## src/rtl/fft_stage_ctrl_if.sv

```systemverilog
// fft_stage_ctrl_if
//   Control bundle between the FFT stage controller and its user.
//   Handshake: the user raises start; the block is accepted on the rising
//   edge where start=1, ready=1 and abort=0. ready is decoded from state
//   only, so start never feeds back into ready within a cycle.
//   Ports (slave = controller side):
//     start, abort             : requests into the controller
//     ready                    : controller idle, start will be accepted
//     cnt                      : in-block cycle index
//     shift_en/sel_diff        : shift-register valid / diff-path select
//     bfly_valid/twd_valid     : butterfly enable / twiddle output valid
//     done, blk_cnt, err       : end-of-block pulse, block count, sticky error
interface fft_stage_ctrl_if #(
    parameter int CNT_W = 5
);
    logic             start;
    logic             abort;
    logic             ready;
    logic [CNT_W-1:0] cnt;
    logic             shift_en;
    logic             sel_diff;
    logic             bfly_valid;
    logic             twd_valid;
    logic             done;
    logic [7:0]       blk_cnt;
    logic             err;

    modport slave (
        input  start, abort,
        output ready, cnt, shift_en, sel_diff, bfly_valid, twd_valid,
               done, blk_cnt, err
    );

    modport master (
        output start, abort,
        input  ready, cnt, shift_en, sel_diff, bfly_valid, twd_valid,
               done, blk_cnt, err
    );
endinterface

```

## src/rtl/fft_stage_ctrl.sv

```systemverilog
// fft_stage_ctrl
//   Sequences one radix-2 SDF FFT stage: a fill half-block, a butterfly
//   half-block, then a drain while the twiddle multiplier pipeline empties.
//   Ports:
//     clk          : clock, rising edge
//     rstn         : synchronous reset, active HIGH despite the name
//     bus (slave)  : control bundle, see fft_stage_ctrl_if
//     dbg_state_o  : current FSM state (0 IDLE, 1 FILL, 2 BFLY, 3 DRAIN)
module fft_stage_ctrl #(
    parameter  int HALF_CYC = 16,
    parameter  int TWD_LAT  = 4,
    localparam int CNT_W    = $clog2(2 * HALF_CYC)
) (
    input  logic                 clk,
    input  logic                 rstn,
    fft_stage_ctrl_if.slave      bus,
    output logic [1:0]           dbg_state_o
);
    typedef enum logic [1:0] {
        S_IDLE  = 2'd0,
        S_FILL  = 2'd1,
        S_BFLY  = 2'd2,
        S_DRAIN = 2'd3
    } state_t;

    localparam logic [CNT_W-1:0] FILL_LAST  = CNT_W'(HALF_CYC - 1);
    localparam logic [CNT_W-1:0] BFLY_LAST  = CNT_W'(2 * HALF_CYC - 1);
    localparam logic [3:0]       DRAIN_LAST = 4'(TWD_LAT - 1);

    state_t               state_q, state_d;
    logic [CNT_W-1:0]     cnt_q, cnt_d;
    logic [3:0]           dcnt_q, dcnt_d;     // drain cycle index
    logic [TWD_LAT-1:0]   pipe_q, pipe_d;     // twiddle-valid delay line
    logic [7:0]           blk_q, blk_d;
    logic                 err_q, err_d;

    logic                 bfly_w;
    logic                 done_w;

    assign bfly_w = (state_q == S_BFLY);
    // The last drain cycle is also the last cycle the delay line holds a 1.
    assign done_w = (state_q == S_DRAIN) && (dcnt_q == DRAIN_LAST);

    always_comb begin
        state_d = state_q;
        cnt_d   = cnt_q;
        dcnt_d  = dcnt_q;
        pipe_d  = (pipe_q << 1) | TWD_LAT'(bfly_w);
        blk_d   = blk_q;
        err_d   = err_q;

        if (bus.start && (state_q != S_IDLE)) begin
            err_d = 1'b1;
        end

        case (state_q)
            S_IDLE: begin
                cnt_d  = '0;
                dcnt_d = '0;
                if (bus.start) begin
                    state_d = S_FILL;
                end
            end
            S_FILL: begin
                cnt_d = cnt_q + CNT_W'(1);
                if (cnt_q == FILL_LAST) begin
                    state_d = S_BFLY;
                end
            end
            S_BFLY: begin
                if (cnt_q == BFLY_LAST) begin
                    cnt_d   = '0;
                    dcnt_d  = '0;
                    state_d = S_DRAIN;
                end else begin
                    cnt_d = cnt_q + CNT_W'(1);
                end
            end
            S_DRAIN: begin
                dcnt_d = dcnt_q + 4'd1;
                if (dcnt_q == DRAIN_LAST) begin
                    dcnt_d  = '0;
                    state_d = S_IDLE;
                    blk_d   = blk_q + 8'd1;
                end
            end
            default: begin
                state_d = S_IDLE;
            end
        endcase

        // Abort wins over every transition, including a completing block.
        if (bus.abort) begin
            state_d = S_IDLE;
            cnt_d   = '0;
            dcnt_d  = '0;
            pipe_d  = '0;
            blk_d   = blk_q;
        end
    end

    always_ff @(posedge clk) begin
        if (rstn) begin
            state_q <= S_IDLE;
            cnt_q   <= '0;
            dcnt_q  <= '0;
            pipe_q  <= '0;
            blk_q   <= '0;
            err_q   <= 1'b0;
        end else begin
            state_q <= state_d;
            cnt_q   <= cnt_d;
            dcnt_q  <= dcnt_d;
            pipe_q  <= pipe_d;
            blk_q   <= blk_d;
            err_q   <= err_d;
        end
    end

    assign bus.ready      = (state_q == S_IDLE);
    assign bus.cnt        = cnt_q;
    assign bus.shift_en   = (state_q == S_FILL) || (state_q == S_BFLY);
    assign bus.sel_diff   = bfly_w;
    assign bus.bfly_valid = bfly_w;
    assign bus.twd_valid  = pipe_q[TWD_LAT-1];
    assign bus.done       = done_w;
    assign bus.blk_cnt    = blk_q;
    assign bus.err        = err_q;
    assign dbg_state_o    = state_q;
endmodule

```

## src/flat_wrapper.sv

```systemverilog
// flat-port wrapper written by rule: the top's interface ports become plain ports
module fft_stage_ctrl_flat 
#(
    parameter  int HALF_CYC = 16,
    parameter  int TWD_LAT  = 4,
    localparam int CNT_W    = $clog2(2 * HALF_CYC)
)
  (clk, rstn, dbg_state_o, bus_start, bus_abort, bus_ready, bus_cnt, bus_shift_en, bus_sel_diff, bus_bfly_valid, bus_twd_valid, bus_done, bus_blk_cnt, bus_err);
  fft_stage_ctrl_if #(.CNT_W(5)) bus_i ();
  input  logic clk;
  input  logic rstn;
  output logic [1:0] dbg_state_o;
  input wire logic [$bits(bus_i.start)-1:0] bus_start;
  input wire logic [$bits(bus_i.abort)-1:0] bus_abort;
  output wire logic [$bits(bus_i.ready)-1:0] bus_ready;
  output wire logic [$bits(bus_i.cnt)-1:0] bus_cnt;
  output wire logic [$bits(bus_i.shift_en)-1:0] bus_shift_en;
  output wire logic [$bits(bus_i.sel_diff)-1:0] bus_sel_diff;
  output wire logic [$bits(bus_i.bfly_valid)-1:0] bus_bfly_valid;
  output wire logic [$bits(bus_i.twd_valid)-1:0] bus_twd_valid;
  output wire logic [$bits(bus_i.done)-1:0] bus_done;
  output wire logic [$bits(bus_i.blk_cnt)-1:0] bus_blk_cnt;
  output wire logic [$bits(bus_i.err)-1:0] bus_err;
  assign bus_i.start = bus_start;
  assign bus_i.abort = bus_abort;
  assign bus_ready = bus_i.ready;
  assign bus_cnt = bus_i.cnt;
  assign bus_shift_en = bus_i.shift_en;
  assign bus_sel_diff = bus_i.sel_diff;
  assign bus_bfly_valid = bus_i.bfly_valid;
  assign bus_twd_valid = bus_i.twd_valid;
  assign bus_done = bus_i.done;
  assign bus_blk_cnt = bus_i.blk_cnt;
  assign bus_err = bus_i.err;
  fft_stage_ctrl #(.HALF_CYC(HALF_CYC), .TWD_LAT(TWD_LAT)) u_core (.clk(clk), .rstn(rstn), .bus(bus_i), .dbg_state_o(dbg_state_o));
endmodule
```

## config.mk

```make
export PLATFORM = sky130hd
export DESIGN_NAME = fft_stage_ctrl_flat
export DESIGN_NICKNAME = d
export VERILOG_FILES = /design/src/rtl/fft_stage_ctrl_if.sv /design/src/rtl/fft_stage_ctrl.sv /design/src/flat_wrapper.sv
export SDC_FILE = /design/constraint.sdc
export NUM_CORES = 1
export LEC_CHECK = 0
export CAP_MARGIN = 20
export CORE_ASPECT_RATIO = 0.6
export CORE_MARGIN = 4
export CORE_UTILIZATION = 50
export CTS_CLUSTER_DIAMETER = 50
export DETAILED_ROUTE_END_ITERATION = 8
export PLACE_DENSITY = 0.8
export SYNTH_ARGS = -nofsm -noshare
export SYNTH_HDL_FRONTEND = slang
export SYNTH_SLANG_ARGS = --single-unit
```

## constraint.sdc

```tcl
create_clock -name clk -period 2.4 [get_ports clk]
set_clock_uncertainty 0.1 [all_clocks]
set_input_delay 0.24 -clock clk [delete_from_list [all_inputs] [get_ports clk]]
set_output_delay 0.24 -clock clk [all_outputs]
set_load 0.01 [all_outputs]
```

# Yosys cells after proc, flatten, opt, wreduce, memory -nomap -nowiden
# Index checks and enable logic that the tools add are counted.
# op_classes
addsub	3
mul	0
div	0
order_cmp	0
n_eq_ne	10
n_shift	0
mux	10
n_bitwise	2
reduce_logical	11
# ops
operator	count
one-hot mux 5 bit (3 select lines)	1
one-hot mux 4 bit (3 select lines)	1
adder 8 x 1 -> 8 bit (second input constant)	1
2-to-1 mux 2 bit	4
2-to-1 mux 4 bit	2
one-hot mux 2 bit (4 select lines)	1
!= test 2 bit (second input constant)	3
nonzero test 3 bit	2
adder 5 x 1 -> 5 bit (second input constant)	1
equality test 5 x 4 -> 1 bit (second input constant)	1
equality test 5 bit (second input constant)	1
2-to-1 mux 5 bit	1
adder 4 x 1 -> 4 bit (second input constant)	1
equality test 2 bit (second input constant)	2
equality test 4 x 2 -> 1 bit (second input constant)	1
OR 4 x 1 -> 4 bit	1
AND reduction 4 bit	1
AND reduction 3 bit	1
equality test 2 x 1 -> 1 bit (second input constant)	1
logical AND 1 bit	2
logical NOT 2 bit	1
!= test 2 x 1 -> 1 bit (second input constant)	1
AND reduction 2 bit	1
nonzero test 2 bit	1
other kinds (3)	3
# word_totals
reg_bits	24
latchBits	0
ram_bits	0
mem_bits_ro	0
input_bits	4
output_inout_bits	22
word_cells	42
mem_count	0

# Longest topological paths before layout
# depth
depth_word	3
ltp_mapped	7

# Worst setup path before layout
# OpenSTA, ideal clock, no wires.
# synth_path
path_type	reg2reg
startpoint	register u_core.cnt_q[0], in the netlist u_core.bus.cnt[0]
endpoint	register u_core.cnt_q[2], in the netlist u_core.bus.cnt[2]
arrival_time_ns	1.814
slack_ns	0.412
path_stages_with_launch	8
path_buffers	1
period_less_slack_ns	1.988
cell_sequence	dfxtp_1 > ha_1 > and3_1 > ha_1 > nor2b_1 > clkbuf_1 > o2111ai_1 > a31oi_1
# synth_via
elab_chain_len	3
word_cells_on_any_way	4
cone_classes	add/sub (1); eq/ne (1); mux (2)
# synth_lines
item	line	source
start: declaration	fft_stage_ctrl.sv:31	logic [CNT_W-1:0] cnt_q, cnt_d;
start signal: assignment	fft_stage_ctrl.sv:112	cnt_q <= cnt_d;
adder 5 x 1 -> 5 bit / equality test 5 bit (equally long branches)	fft_stage_ctrl.sv:65, fft_stage_ctrl.sv:76, fft_stage_ctrl.sv:71	
2-to-1 mux 5 bit	fft_stage_ctrl.sv:71	if (cnt_q == BFLY_LAST) begin
one-hot mux 5 bit (3 select lines) *	fft_stage_ctrl.sv:56	case (state_q)
# Every way passes the cells marked *; elsewhere a longest branch is shown, timed or not.
# A chain may end at the register's enable or synchronous reset.

# Final worst setup path
# layout_path
startpoint	register u_core.state_q[1], in the netlist u_core.dbg_state_o[1]
endpoint	output bus_shift_en
# layout_via
elab_chain_len	2
word_cells_on_any_way	3
cone_classes	eq/ne (2); reduce/logical (1)
# layout_lines
item	line	source
start: declaration	fft_stage_ctrl.sv:30	state_t state_q, state_d;
start signal: assignment	fft_stage_ctrl.sv:111	state_q <= state_d;
equality test 2 x 1 -> 1 bit / equality test 2 bit (equally long branches)	fft_stage_ctrl.sv:122	assign bus.shift_en = (state_q == S_FILL) || (state_q == S_BFLY);
logical OR 1 bit *	fft_stage_ctrl.sv:122	
end: declaration	flat_wrapper.sv:17	output wire logic [$bits(bus_i.shift_en)-1:0] bus_shift_en;
# Marked as above.

==> results summary <==
The run finished with clean final reports. The hold path startpoint is u_core.pipe_q[1]. The adder and majority gate portion of the synthesized area came out at 10.8%.

Of the total synthesized cell area, the portion taken by XOR and XNOR cells is 0%. The total power per unit cell area is 510 mW/mm^2. The global-route wire length before repair came out at 5.26 mm. In this run the horizontal extent of the chip is 73.3 um. The mean instance size in the synthesized netlist is 8.87 um^2. The tree is rooted in a sky130_fd_sc_hd__clkbuf_8. The most critical setup path has its startpoint at u_core.dbg_state_o[1]. The clock reaches the later pin of the worst-skew pair after 0.27 ns. The measured slew at the worst slew-check pin came out at 0.368 ns.

Measured against its own limit, the worst slew margin works out to 75.5%. CTS built an H-tree with a depth of 1. The combinational family with the most area after synthesis is simple AND/OR/NAND/NOR gates. After clock tree synthesis, the flow added hold-fix buffers numbering 0. Clock-pin slew was measured on the worst setup and hold paths at 0.09 ns. The type of the worst setup path is register to primary output. The routed design could run at a clock period as short as 2.19 ns.

The number of rows in the core area came out at 13. The deepest clock path buffer count came out at 2. The static leakage is 0.591 nW.

The detailed-routing iteration count for the pre-antenna-repair pass came out at 4. The post-synthesis instance total came out at 144. Buffers placed on the I/O ports in this run total 25. The setup fix buffers added after clock tree synthesis came out at 0.

Setup repair after global routing left no endpoint under its margin. The global placer's final weighted congestion is 0.796. The number of nets produced by synthesis came out at 159. In this run the critical register-to-register path is launched from u_core.bus.cnt[0]. The area used by multi-input combinational logic is 713 um^2. The detailed router placed 1170 vias in this run. The complex-gate fraction of the synthesized area is 20.9%. Summed over all layers, the global routing overflow is 0. The number of setup violations in the final report is 0.

The die boundary height is 47.2 um. The number of nets with antenna violations after detailed routing came out at 0. For the final routed database, the setup TNS stands at 0 ns.

The effective utilization at floorplan is 55.7%. In the final routed layout, each cell accounts on average for 16.1 um. The final critical path takes up 91.3% of the cycle. The number of antenna violations at the first check in global routing is 0. After Yosys synthesis, and, or, nand and nor cells account for 21.7% of the synthesized area. The floorplan die area came out at 0.00345 mm^2. The final layout contains 187 nets. The maximum ir drop on the vdd rail is 0.000393 V. After legalization and detailed placement, the total HPWL measured 2.36 mm. The DRC violation count after routing is 0.

Once placement finished, the instance area stood at 0.00158 mm^2. The CTS tree is built. The category of the worst setup path capture point is a primary output. The total of flip-flops plus latches after synthesis came out at 24.

The via count normalized by instance count came out at 5.82. The maximum net fanout on the critical path came out at 6. The tree built by TritonCTS fans out to 24 sinks. 0 antenna diodes ended up in the layout. The footprint of the flip-flops and latches came out at 480 um^2. The leading cell type in the layout, fill and taps excluded is sky130_fd_sc_hd__clkdlybuf4s50_1. The summed area of non-filler cells in the final layout is 0.00165 mm^2.

The startpoint type of the worst setup path is a register. Clock tree synthesis inserted a total of 3 buffers. The count of cells along the worst register-to-register path is 7. The distinct cell type count after synthesis is 35. The count of warnings emitted by yosys is 0. The fmax is 456 MHz. The initial DRC count is 107. In the synthesized netlist, mux cells make up 2.45% of the area. The final count of pins violating max slew came out at 0. Summed over all layers, the routed wires come to 3.24 mm. The via count of the first global-routing pass came out at 1065. Of the cells placed in the final design, the portion with a size suffix greater than 1 is 7.60%. The arrival time at the worst endpoint came out at 1.85 ns. Entering global routing, the biggest net connects 16 pins.

The tightest min-delay check is of the register to register type. The filler cell count came out at 164. The synthesis-to-finish area growth came out at 28.9%. The post-cts resize count is 0. The number of max-cap violations came out at 0. 26 I/O pins were placed.

Along the worst hold path, the cell count comes to 1. The mapped netlist covers 0.00128 mm^2. The worst endpoint required time is 2.06 ns. The share of synthesized area occupied by flip-flops and latches came out at 37.6%. The total track usage came out at 20.5%. The final count of hold timing violations came out at 0. The area inside the core boundary came out at 0.00229 mm^2. Leaving out fill and tap cells, the most frequent cells in the layout are sky130_fd_sc_hd__clkdlybuf4s50_1 (25), sky130_fd_sc_hd__dfxtp_1 (24), sky130_fd_sc_hd__inv_1 (13).
## layer usage
metal  wire (um)  global-route usage (%)  vias to the layer above
li1            -                       -                      573
met1        1540                    28.1                      559
met2        1510                    32.5                       36
met4          15                    4.41                        0
met5           0                       0                        -
met3         172                    5.98                        2
## Yosys cell counts
cell type,count,share of area [%]
sky130_fd_sc_hd__nand3b_1,3,1.8
sky130_fd_sc_hd__o32a_1,1,0.78
sky130_fd_sc_hd__mux2_2,1,0.88
sky130_fd_sc_hd__and3_1,1,0.49
sky130_fd_sc_hd__or4_1,5,2.9
sky130_fd_sc_hd__or3b_1,1,0.69
sky130_fd_sc_hd__nand4_1,1,0.49
sky130_fd_sc_hd__nand2b_1,1,0.49
sky130_fd_sc_hd__nor2b_1,5,2.4
sky130_fd_sc_hd__nor4_1,1,0.49
sky130_fd_sc_hd__mux2i_1,2,1.6
sky130_fd_sc_hd__ha_1,11,11
sky130_fd_sc_hd__nor2_1,3,0.88
sky130_fd_sc_hd__o22ai_1,1,0.49
sky130_fd_sc_hd__a211oi_1,1,0.59
sky130_fd_sc_hd__and4b_1,1,0.78
sky130_fd_sc_hd__o31ai_1,6,3.5
sky130_fd_sc_hd__or2_2,1,0.49
sky130_fd_sc_hd__nand2_1,11,3.2
sky130_fd_sc_hd__dfxtp_1,24,38
sky130_fd_sc_hd__inv_1,13,3.8
sky130_fd_sc_hd__clkbuf_1,6,1.8
sky130_fd_sc_hd__o21ai_0,5,2.0
sky130_fd_sc_hd__a21oi_1,12,4.7
sky130_fd_sc_hd__o211ai_1,5,2.9
sky130_fd_sc_hd__a31oi_1,2,0.98
sky130_fd_sc_hd__nand4bb_1,1,0.88
sky130_fd_sc_hd__and2_1,4,2.0
sky130_fd_sc_hd__or3_1,4,2.0
sky130_fd_sc_hd__buf_4,1,0.59
sky130_fd_sc_hd__o2111ai_1,4,2.7
sky130_fd_sc_hd__nand3_1,3,1.2
sky130_fd_sc_hd__nor3b_1,1,0.59
sky130_fd_sc_hd__a2111oi_4,1,2.2
sky130_fd_sc_hd__buf_2,1,0.39
## path summary, 6_finish.rpt
path / end / slack (ns)
setup reg to reg: u_core.dbg_state_o[1] / 0.29
setup / recovery: bus_shift_en / 0.21
hold / removal: u_core.pipe_q[2] / 0.33
hold reg to reg: u_core.pipe_q[2] / 0.33
## stage by stage
stage               instances  setup slack, ns  utilization, %  power (mW)  hold WS (ns)
floorplan                 144            0.412               -       0.459         0.281
global placement          197            0.475            68.7       0.490         0.312
detailed placement        197            0.343            68.7       0.493         0.319
CTS                       201            0.219            71.8       0.841         0.339
global route              201           0.0851            71.8       0.870         0.354
finish                    201            0.208            71.8       0.840         0.332
## state kept, by name (all words and copies together) (netlist names)
| register | flops |
|---|---|
| u_core.bus.blk_cnt | 8 |
| u_core.bus.cnt | 5 |
| u_core.dcnt_q | 4 |
| u_core.pipe_q | 4 |
| u_core.dbg_state_o | 2 |
| u_core.bus.err | 1 |
## critical path: stages (launching register included)
cell and delay, ns:
sky130_fd_sc_hd__dfxtp_1 0.44, sky130_fd_sc_hd__inv_1 0.14, sky130_fd_sc_hd__ha_1 0.43, sky130_fd_sc_hd__clkdlybuf4s50_1 0.58
## cell type report
type / instances / area share [%]
clock buffers: 3 / 2.51
inverters: 13 / 2.96
flip-flops and latches: 24 / 29.2
multi-input cells: 99 / 43.3
well taps: 30 / 2.28
clock inverters: 1 / 1.82
repair buffers: 31 / 17.9
## power breakdown
group	switching, mW	internal (mW)	leakage (nW)
sequential	0.00396	0.401	0.193
combinational	0.0444	0.0370	0.362
clock	0.131	0.223	0.0357
total	0.179	0.661	0.591
## kinds of logic (layout without fill, tap and decap cells)
family	Yosys count	in the layout
and+or+nand+nor	47	47
AOI/OAI and AO/OA	38	38
DFF	24	24
buffers and inverters	21	48
adders and majority gates	11	11
muxes	3	3
(Power assumes the default switching activity.)
==> edit (config.mk and constraints unchanged) <==
`TWD_LAT` is set to 4 in 2 places; all go to 8.
--- a/src/rtl/fft_stage_ctrl.sv
+++ b/src/rtl/fft_stage_ctrl.sv
@@ -9,5 +9,5 @@
 module fft_stage_ctrl #(
     parameter  int HALF_CYC = 16,
-    parameter  int TWD_LAT  = 4,
+    parameter  int TWD_LAT  = 8,
     localparam int CNT_W    = $clog2(2 * HALF_CYC)
 ) (
--- a/src/flat_wrapper.sv
+++ b/src/flat_wrapper.sv
@@ -3,5 +3,5 @@
 #(
     parameter  int HALF_CYC = 16,
-    parameter  int TWD_LAT  = 4,
+    parameter  int TWD_LAT  = 8,
     localparam int CNT_W    = $clog2(2 * HALF_CYC)
 )
Behaviour: no difference found for any inputs over 10 cycles, from zero or initial values and one cycle with rstn high; that may be too few to reach the edited logic, so the function may still have changed.
==> edit against the original RTL <==
Count of clock-buffer cells in the layout unchanged. Combinational power down 23%. Sequential power up 16%. Final area down 0.76%. Synthesized cell count up 0.69%. Routed wire length down 6.4%. Sequential cell count up 4. Total power up 8.3%. Area after synthesis up 0.78%. Worst setup slack worse by 0.089 ns. Utilization down 1.0 points. Largest power group unchanged.
==> edit: results <==
export IMPL_pre_cts_slack_ns=0.2364
export IMPL_synth_xor_area_share_pct=4.082
export IMPL_synth_top_family_by_area="simple AND/OR/NAND/NOR gates"
export IMPL_grt_remaining_overflow=0
export IMPL_synthMuxAreaShare_pct=0
export IMPL_synth_top_cells_by_area="dfxtp_1, ha_1, nor2_1, and2_1, a21oi_1"
export IMPL_place_area_sq_um=1555
export IMPL_grt_usage_pct=18.67
export IMPL_worstSetupEndpoint="bus_done"
export IMPL_synth_area_per_cell_sq_um=8.879
export IMPL_routabilityCongestion=0.7475
export IMPL_cp_top_family="buffers and inverters"
export IMPL_drt_pass1_iter_count=4
export IMPL_fin_crit_ns=2.281
export IMPL_crit_arrival_ns=1.94
export IMPL_root_buffer="clkbuf_8"
export IMPL_relSlewSlack_pct=62.97
export IMPL_insertion_delay_ns=0.28
export IMPL_grt_pass1_vias=1035
export IMPL_port_buffers=25
export IMPL_final_nets=186
export IMPL_synth_fa_ha_area_share_pct=10.69
export IMPL_grt_antenna_before_repair=0
export IMPL_hpwl_um=2171
export IMPL_synth_compound_area_share_pct=9.329
export IMPL_grt_pass1_wl_um=4781
export IMPL_syn_nets=160
export IMPL_r2r_start="u_core.bus.cnt[0]$_SDFFE_PP0P_"
export IMPL_cts_path_max_buffers=2
export IMPL_p_leak_nw=0.6151
export IMPL_yosys_warnings=0
export IMPL_worst_hold_path_endpoint="u_core.pipe_q[3]$_SDFF_PP0_"
export IMPL_drive_above_1_share_pct=5.294
export IMPL_clk_pin_slew_ns=0.10
export IMPL_holdPathStages=1
export IMPL_synth_cell_type_count=31
export IMPL_switchingPower_w=0.0001908
export IMPL_slowest_delay_ns=0.56
export IMPL_status="finished, final reports clean"
export IMPL_maxCapViolCount=0
export IMPL_avgViaCountPerCell=5.695
export IMPL_fin_hold_ws_ns=0.3362
export IMPL_reg2reg_depth=7
export IMPL_first_iter_violations=60
export IMPL_antennaDiodeCount=0
export IMPL_r2r_setup_slack_ns=0.21
export IMPL_hp_start="u_core.pipe_q[2]$_SDFF_PP0_"
export IMPL_grt_max_degree=17
export IMPL_yosysSeqAreaShare_pct=43.54
export IMPL_crit_start="u_core.dbg_state_o[0]$_SDFFE_PP0P_"
export IMPL_routedWlPerCell_um=15.18
export IMPL_synth_common_cells="dfxtp_1, nor2_1, nand2_1, ha_1, a21oi_1"
export IMPL_synthArstFlopShare_pct=0
export IMPL_h_tree_depth=1
export IMPL_reg2reg_to="u_core.dcnt_q[3]$_SDFFE_PP0P_"
export IMPL_ir_drop_uv=270.1
export IMPL_vias=1139
export IMPL_dp_cells=195
[edit: cell types whose count changed after synthesis, sizes merged, moves of 4 or more]
| cell | change |
|---|---|
| and2 | +5 |
| dfxtp | +4 |
| inv | -8 |
| nor2 | +13 |
| nor3 | +4 |
| o2111ai | -4 |
| o211ai | -5 |
| o31ai | -5 |
| or4 | -4 |
[edit: power by group through the flow]
| stage | Sequential (W) | Combinational, W | Clock (W) |
|---|---|---|---|
| finish | 0.000470 | 0.0000629 | 0.000376 |
| global placement | 0.000481 | 0.0000592 | 0 |
| global route | 0.000471 | 0.0000682 | 0.000401 |
| CTS | 0.000470 | 0.0000623 | 0.000378 |
| floorplan | 0.000482 | 0.0000347 | 0 |
| detailed placement | 0.000481 | 0.0000617 | 0 |
[edit: cells by family (layout without fill, tap and decap cells)]
group	after synthesis	after routing
buf+inv	11	36
compound gates	20	20
fa+ha+maj	11	11
simple gates	69	69
flops	28	28
xor+xnor	6	6
[edit: area by class of cell]
type                    count  area (sq um)
well taps                  30         37.54
repair buffers             27         265.3
clock inverters             1         30.03
multi-input cells         106         680.7
fillers                   167         675.6
clock buffers               3         41.29
inverters                   5         18.77
flip-flops and latches     28         560.5
[edit: repair_timing]
action | CTS | global route
endpoints found under the setup margin | 0 | 1
hold buffers | 0 | 0
setup buffers | 0 | 1
resized for setup | 0 | 0
hold endpoints to repair | 0 | 0
[edit: routing by layer]
layer,routed length (um),vias to the layer above,global-route usage [%]
met2,1355,55,27.11
met4,72,0,7.942
li1,-,541,-
met3,289,11,6.197
met1,1318,532,25.51
met5,0,-,0
